===== config.mk =====
export PLATFORM = sky130hd
export DESIGN_NAME = bcast_fifo_flat
export DESIGN_NICKNAME = d
export VERILOG_FILES = /design/src/rtl/bcast_fifo_pkg.sv /design/src/rtl/bcast_fifo_if.sv /design/src/rtl/bcast_fifo_rd_port.sv /design/src/rtl/bcast_fifo.sv /design/src/flat_wrapper.sv
export SDC_FILE = /design/constraint.sdc
export NUM_CORES = 1
export LEC_CHECK = 0
export CAP_MARGIN = 20
export CORE_ASPECT_RATIO = 1.5
export CORE_MARGIN = 5
export CORE_UTILIZATION = 32
export DETAILED_ROUTE_END_ITERATION = 10
export RECOVER_POWER = 50
export SYNTH_ARGS = -nofsm -noshare
export SYNTH_HDL_FRONTEND = slang
export SYNTH_HIERARCHICAL = 1
export SYNTH_SLANG_ARGS = --single-unit
export TNS_END_PERCENT = 1

===== constraint.sdc =====
create_clock -name clk -period 12.2 [get_ports clk]
set_clock_uncertainty 0.2 [all_clocks]
set_input_delay 2.44 -clock clk [delete_from_list [all_inputs] [get_ports clk]]
set_output_delay 2.44 -clock clk [all_outputs]
set_load 0.01 [all_outputs]

===== src/rtl/bcast_fifo_pkg.sv =====
// Shared types and sizing helpers for the broadcast FIFO.
package bcast_fifo_pkg;

  typedef enum logic {
    OVF_BACKPRESSURE = 1'b0,
    OVF_DROP         = 1'b1
  } ovf_mode_e;

  localparam int DROP_CNT_W = 16;

  // Pointers carry one extra wrap bit so full and empty stay distinguishable.
  function automatic int ptr_w(input int depth);
    return $clog2(depth) + 1;
  endfunction

endpackage


===== src/rtl/bcast_fifo_if.sv =====
// Producer/subscriber bundle for bcast_fifo.
// Handshakes: a word moves on a rising edge where valid && ready are both high;
// valid never waits for ready, and data is only meaningful while valid is high.
interface bcast_fifo_if
  import bcast_fifo_pkg::*;
#(
  parameter int DW      = 32,
  parameter int NUM_SUB = 4,
  parameter int DEPTH   = 8
);
  localparam int LW = ptr_w(DEPTH);

  logic                   wr_valid;
  logic [DW-1:0]          wr_data;
  logic                   wr_ready;
  logic [NUM_SUB-1:0]     sub_en;
  logic [NUM_SUB-1:0]     rd_valid;
  logic [NUM_SUB*DW-1:0]  rd_data;
  logic [NUM_SUB-1:0]     rd_ready;
  logic [LW-1:0]          level;
  logic [DROP_CNT_W-1:0]  drop_cnt;

  modport master (
    output wr_valid, wr_data, sub_en, rd_ready,
    input  wr_ready, rd_valid, rd_data, level, drop_cnt
  );

  modport slave (
    input  wr_valid, wr_data, sub_en, rd_ready,
    output wr_ready, rd_valid, rd_data, level, drop_cnt
  );

endinterface


===== src/rtl/bcast_fifo_rd_port.sv =====
// One subscriber read pointer; occupancy and valid derive purely from pointers.
module bcast_fifo_rd_port
  import bcast_fifo_pkg::*;
#(
  parameter  int DEPTH = 8,
  localparam int AW    = $clog2(DEPTH),
  localparam int PW    = ptr_w(DEPTH)
) (
  input  logic          clk,
  input  logic          resetn,
  input  logic          i_sub_en,
  input  logic          i_rd_ready,
  input  logic [PW-1:0] i_wr_ptr,
  input  logic [PW-1:0] i_wr_ptr_next,
  output logic [AW-1:0] o_rd_idx,
  output logic [PW-1:0] o_cnt,
  output logic          o_rd_valid
);

  logic [PW-1:0] r_rd_ptr;
  logic          w_pop;

  assign o_cnt      = i_wr_ptr - r_rd_ptr;
  assign o_rd_valid = i_sub_en && (o_cnt != '0);
  assign o_rd_idx   = r_rd_ptr[AW-1:0];
  assign w_pop      = o_rd_valid && i_rd_ready;

  // A disabled port tracks the post-write pointer so it re-enables empty.
  always_ff @(posedge clk or negedge resetn) begin
    if (!resetn) begin
      r_rd_ptr <= '0;
    end else if (!i_sub_en) begin
      r_rd_ptr <= i_wr_ptr_next;
    end else if (w_pop) begin
      r_rd_ptr <= r_rd_ptr + 1'b1;
    end
  end

endmodule


===== src/rtl/bcast_fifo.sv =====
// Single-writer broadcast FIFO: each word reaches every enabled subscriber once.
module bcast_fifo
  import bcast_fifo_pkg::*;
#(
  parameter int        DW       = 32,
  parameter int        DEPTH    = 8,
  parameter int        NUM_SUB  = 4,
  parameter ovf_mode_e OVF_MODE = OVF_BACKPRESSURE
) (
  input logic        clk,
  input logic        resetn,
  bcast_fifo_if.slave bus
);

  localparam int AW = $clog2(DEPTH);
  localparam int PW = ptr_w(DEPTH);

  logic [DW-1:0]         r_mem [DEPTH];
  logic [PW-1:0]         r_wr_ptr;
  logic [DROP_CNT_W-1:0] r_drop_cnt;

  logic [PW-1:0]         w_wr_ptr_next;
  logic [PW-1:0]         w_level;
  logic                  w_full;
  logic                  w_wr_fire;
  logic                  w_drop;
  logic [AW-1:0]         w_rd_idx [NUM_SUB];
  logic [PW-1:0]         w_cnt    [NUM_SUB];
  logic [NUM_SUB-1:0]    w_rd_valid;

  // Slowest enabled subscriber sets occupancy; disabled ones never hold the writer.
  always_comb begin
    w_level = '0;
    for (int i = 0; i < NUM_SUB; i++) begin
      if (bus.sub_en[i] && (w_cnt[i] > w_level)) begin
        w_level = w_cnt[i];
      end
    end
  end

  // Full is decided from registered state only, so pops never free a slot same-cycle.
  assign w_full        = (w_level == PW'(DEPTH));
  assign w_wr_fire     = bus.wr_valid && !w_full;
  assign w_drop        = (OVF_MODE == OVF_DROP) && bus.wr_valid && w_full;
  assign w_wr_ptr_next = r_wr_ptr + PW'(w_wr_fire);

  assign bus.wr_ready  = (OVF_MODE == OVF_DROP) ? 1'b1 : !w_full;
  assign bus.level     = w_level;
  assign bus.drop_cnt  = r_drop_cnt;
  assign bus.rd_valid  = w_rd_valid;

  always_ff @(posedge clk or negedge resetn) begin
    if (!resetn) begin
      r_wr_ptr   <= '0;
      r_drop_cnt <= '0;
    end else begin
      r_wr_ptr <= w_wr_ptr_next;
      if (w_drop && (r_drop_cnt != '1)) begin
        r_drop_cnt <= r_drop_cnt + 1'b1;
      end
    end
  end

  always_ff @(posedge clk) begin
    if (w_wr_fire) begin
      r_mem[r_wr_ptr[AW-1:0]] <= bus.wr_data;
    end
  end

  for (genvar g = 0; g < NUM_SUB; g++) begin : g_port
    bcast_fifo_rd_port #(
      .DEPTH (DEPTH)
    ) u_port (
      .clk           (clk),
      .resetn        (resetn),
      .i_sub_en      (bus.sub_en[g]),
      .i_rd_ready    (bus.rd_ready[g]),
      .i_wr_ptr      (r_wr_ptr),
      .i_wr_ptr_next (w_wr_ptr_next),
      .o_rd_idx      (w_rd_idx[g]),
      .o_cnt         (w_cnt[g]),
      .o_rd_valid    (w_rd_valid[g])
    );

    assign bus.rd_data[g*DW +: DW] = r_mem[w_rd_idx[g]];
  end

endmodule


===== src/flat_wrapper.sv =====
// flat-port wrapper written by rule: the top's interface ports become plain ports
module bcast_fifo_flat import bcast_fifo_pkg::*;
#(
  parameter int        DW       = 32,
  parameter int        DEPTH    = 8,
  parameter int        NUM_SUB  = 4,
  parameter ovf_mode_e OVF_MODE = OVF_BACKPRESSURE
)
  (clk, resetn, bus_wr_valid, bus_wr_data, bus_sub_en, bus_rd_ready, bus_wr_ready, bus_rd_valid, bus_rd_data, bus_level, bus_drop_cnt);
  bcast_fifo_if #(.DW(DW), .NUM_SUB(NUM_SUB), .DEPTH(DEPTH)) bus_i ();
  input logic clk;
  input logic resetn;
  input wire logic [$bits(bus_i.wr_valid)-1:0] bus_wr_valid;
  input wire logic [$bits(bus_i.wr_data)-1:0] bus_wr_data;
  input wire logic [$bits(bus_i.sub_en)-1:0] bus_sub_en;
  input wire logic [$bits(bus_i.rd_ready)-1:0] bus_rd_ready;
  output wire logic [$bits(bus_i.wr_ready)-1:0] bus_wr_ready;
  output wire logic [$bits(bus_i.rd_valid)-1:0] bus_rd_valid;
  output wire logic [$bits(bus_i.rd_data)-1:0] bus_rd_data;
  output wire logic [$bits(bus_i.level)-1:0] bus_level;
  output wire logic [$bits(bus_i.drop_cnt)-1:0] bus_drop_cnt;
  assign bus_i.wr_valid = bus_wr_valid;
  assign bus_i.wr_data = bus_wr_data;
  assign bus_i.sub_en = bus_sub_en;
  assign bus_i.rd_ready = bus_rd_ready;
  assign bus_wr_ready = bus_i.wr_ready;
  assign bus_rd_valid = bus_i.rd_valid;
  assign bus_rd_data = bus_i.rd_data;
  assign bus_level = bus_i.level;
  assign bus_drop_cnt = bus_i.drop_cnt;
  bcast_fifo #(.DW(DW), .DEPTH(DEPTH), .NUM_SUB(NUM_SUB), .OVF_MODE(OVF_MODE)) u_core (.clk(clk), .resetn(resetn), .bus(bus_i));
endmodule

==> impl_metrics.py <==
metrics = {
    "cells_and_area": {
        "drive_gt1_share_pct": 39.12,
        "syn_to_final_growth_pct": 19.05,
        "nets": 1304,
    },
    "logic_synthesis": {
        "muxShareOfSynthArea_pct": 39.81,
        "yosysUniqueCellTypes": 55,
        "postSynthCellCount": 1084,
        "synth_seq_cells": 276,
        "yosysWarnings": 6,
        "synth_xor_area_share_pct": 0.4831,
        "synth_area_per_cell_sq_um": 16.73,
        "ys.flop_type": "edfxtp_1",
        "ys_seq_area_share_pct": 45.16,
        "synth-simple-area-share_pct": 4.354,
        "synth-edff-count": 256,
        "syn_area_sq_um": 18130,
        "synth_top_family_by_area": "multiplexers",
        "async_flop_share_pct": 7.246,
        "synthAdderAreaFrac_pct": 2.443,
        "synth_compound_area_share_pct": 3.920,
    },
    "routing": {
        "drt_wl_total_um": 54590,
        "drt-vias-per-instance": 5.587,
        "drt-pass1-iter-count": 6,
        "drtAntennaViolNets": 0,
        "vias": 11258,
        "routedWlPerCell_um": 27.09,
        "drc": 0,
        "drt_iter0_drc": 636,
    },
    "outcome": {
        "violations": "capacitance limit, slew limit",
        "status": "complete, but fails checks",
    },
    "min_path": {
        "hold_class": "register to register",
    },
    "cts": {
        "cts_setup_buffers": 0,
        "clock_latency_ps": 560,
        "h-tree-depth": 1,
        "numClockSinks": 276,
        "path_clk_slew_ps": 70,
        "cts_buffers": 28,
        "cts_hold_buf": 0,
        "clock-root-buffer": "clkbuf_16",
        "cts_resized": 0,
        "cts_tree": "yes",
        "clockBufferDepth": 3,
    },
    "timing": {
        "hold_viol": 0,
        "max_freq_mhz": 89.03,
        "fin_tns_setup_ps": 0,
        "slew_violations": 229,
        "worstMarginPinSlew_ps": 4899,
        "whs_ps": 382.0,
        "setup_viol": 0,
        "fin_crit_sh_pct": 92.06,
        "rsz0062_at_grt": "no",
        "slew_headroom_pct": -226.6,
        "period_needed_ps": 11230,
    },
    "critical_path": {
        "critPathKind": "primary input to output port",
        "crit_family": "compound AO/OA/AOI/OAI gates",
        "endpoint_kind": "output port",
        "timing.critical_path.mode_cell": "ha_1",
        "max_stage_delay_ps": 770,
        "path_max_fanout": 13,
        "cp_num_buf_inv": 5,
        "worst_setup_path_start_kind": "primary input",
        "required_ps": 9560,
        "slowest_stage": "clkdlybuf4s50_1",
        "crit_arrival_ps": 8590,
    },
    "grt": {
        "gr-total-overflow": 0,
        "grt_pass1_vias": 12352,
        "grt_pass1_wl_um": 80140,
        "antenna_found_initial": 7,
        "grt_usage_pct": 17.47,
        "grt_max_degree": 65,
    },
    "floorplan": {
        "boundaryPins": 196,
        "num_rows": 107,
        "die_area_sq_um": 61620,
        "initial_utilization_pct": 32.09,
        "die_h_um": 301.5,
        "fp.dieW_um": 204.4,
        "core_area_sq_um": 56500,
    },
    "placement": {
        "port_buffers": 179,
        "place.gp.congestion": 0.8246,
        "dp_hpwl_um": 33580,
    },
    "flow_run": {
        "drv_cap": 5,
    },
}
-- state kept, by name, summed over array words and instances (netlist names) --
signal                         cells
u_core/r_wr_ptr                    4
u_core/g_port.u_port/r_rd_ptr     16
u_core/r_mem                     256
-- Yosys cell counts (all sizes together), types with 2 or more instances --
master  count  area (sq um)
nor3b       3         22.52
and3b       5         58.81
mux2      129          1453
o211ai     16         125.1
inv        41         153.9
o21a        2         15.01
nand2      35         131.4
nand3b      4         30.03
mux4      256          5766
a311o       4         40.04
and2        7         43.79
o21ai      17         85.08
a21o        5         42.54
xor2        9         78.83
a21oi      24         123.9
or3         8         70.06
nand3      23         115.1
buf        46         315.3
nand4      14         87.58
a22oi       5         42.54
nor2b       7         43.79
fa          4         80.08
nor3        7         85.08
edfxtp    256          7687
dfrtp      20         500.5
nor2       11         41.29
ha         29         362.9
o31ai       2         15.01
clkbuf     59         221.5
a31o       12         105.1
a31oi       9         56.30
nand2b      4         25.02
-- worst reg2reg max path, delay by kind of cell (launching register included) --
kind,cells,cell delay (ps)
adders and majority gates,6,1740
xor gates and xnor gates,1,550
and+or+nand+nor,12,2070
AOI/OAI and AO/OA,11,2390
buffers and inverters,3,610
DFF,1,1340
-- cell type report --
| class | count | area [sq um] |
|---|---|---|
| Tap cell | 763 | 954.7 |
| Timing Repair Buffer | 204 | 1961 |
| Multi-Input combinational cell | 677 | 9359 |
| Antenna cell | 2 | 5.005 |
| Fill cell | 5268 | 34910 |
| Sequential cell | 276 | 8207 |
| Clock buffer | 33 | 750.7 |
| Inverter | 41 | 153.9 |
| Clock inverter | 19 | 193.9 |
-- kinds of logic (layout without fill, tap and decap cells) --
group                    after synthesis  in the layout
AO/OA/AOI/OAI                        101            101
flip-flops                           276            276
buffers and inverters                146            297
XOR/XNOR                              10             10
AND/OR/NAND/NOR                      132            132
adder cells (fa/ha/maj)               33             33
multiplexers                         385            385
other                                  1             18
-- path summary, 6_finish.rpt --
path	start	end	slack, ps	cells past startpoint
min in group asynchronous	resetn	u_core/g_port[1].u_port/r_rd_ptr[3]	2010	1
hold / removal	u_core/g_port[0].u_port/r_rd_ptr[3]	u_core/g_port[0].u_port/r_rd_ptr[3]	380	2
setup reg to reg	u_core/g_port[1].u_port/r_rd_ptr[1]	u_core/g_port[3].u_port/r_rd_ptr[2]	3180	33
hold reg to reg	u_core/g_port[0].u_port/r_rd_ptr[3]	u_core/g_port[0].u_port/r_rd_ptr[3]	380	2
max in group asynchronous	resetn	u_core/g_port[2].u_port/r_rd_ptr[0]	8530	2
setup / recovery	bus_sub_en[0]	bus_wr_ready	970	25
-- layer usage --
layer	vias up	share of wire, %	global-route usage (%)
li1	4854	-	-
met1	5982	37	20.07
met2	347	56	33.86
met3	75	4.7	2.345
met4	0	2.4	4.453
met5	-	0	0
-- layout by cell type (no fill, tap or decap), types with 9 or more instances in the layout --
master           Yosys  final
dlygate4sd3_1        0     89
nor2_1              11      9
nand3_1             23     23
o21ai_0              9      9
a31oi_1              9      9
conb_1               1     16
xor2_1               9      9
dfrtp_1             20     11
o211ai_1            15     15
a21oi_1             23     23
ha_1                29     29
mux2_2             129    126
clkinv_2             0     10
nand2_1             35     35
nand4_1             14     14
clkdlybuf4s50_1      0     90
a31o_1              12     12
edfxtp_1           256    256
buf_4               28     20
mux4_2             256    256
clkbuf_16            0     29
inv_1               40     40
-- stage by stage --
| step | cell area, sq um | cells | setup slack (ps) | utilization, % |
|---|---|---|---|---|
| 2_1_floorplan | 18190 | 1099 | 2001 | - |
| 3_3_place_gp | 20650 | 1960 | 1211 | 36.55 |
| 3_5_place_dp | 20650 | 1960 | 1032 | 36.55 |
| 4_1_cts | 21600 | 2012 | 964.4 | 38.23 |
| 5_1_grt | 21580 | 2013 | 566.7 | 38.20 |
| 6_report | 21580 | 2015 | 968.3 | 38.20 |
Power is not shown: default switching activity piles up to over one toggle a cycle in this logic, so the estimate is an artifact.
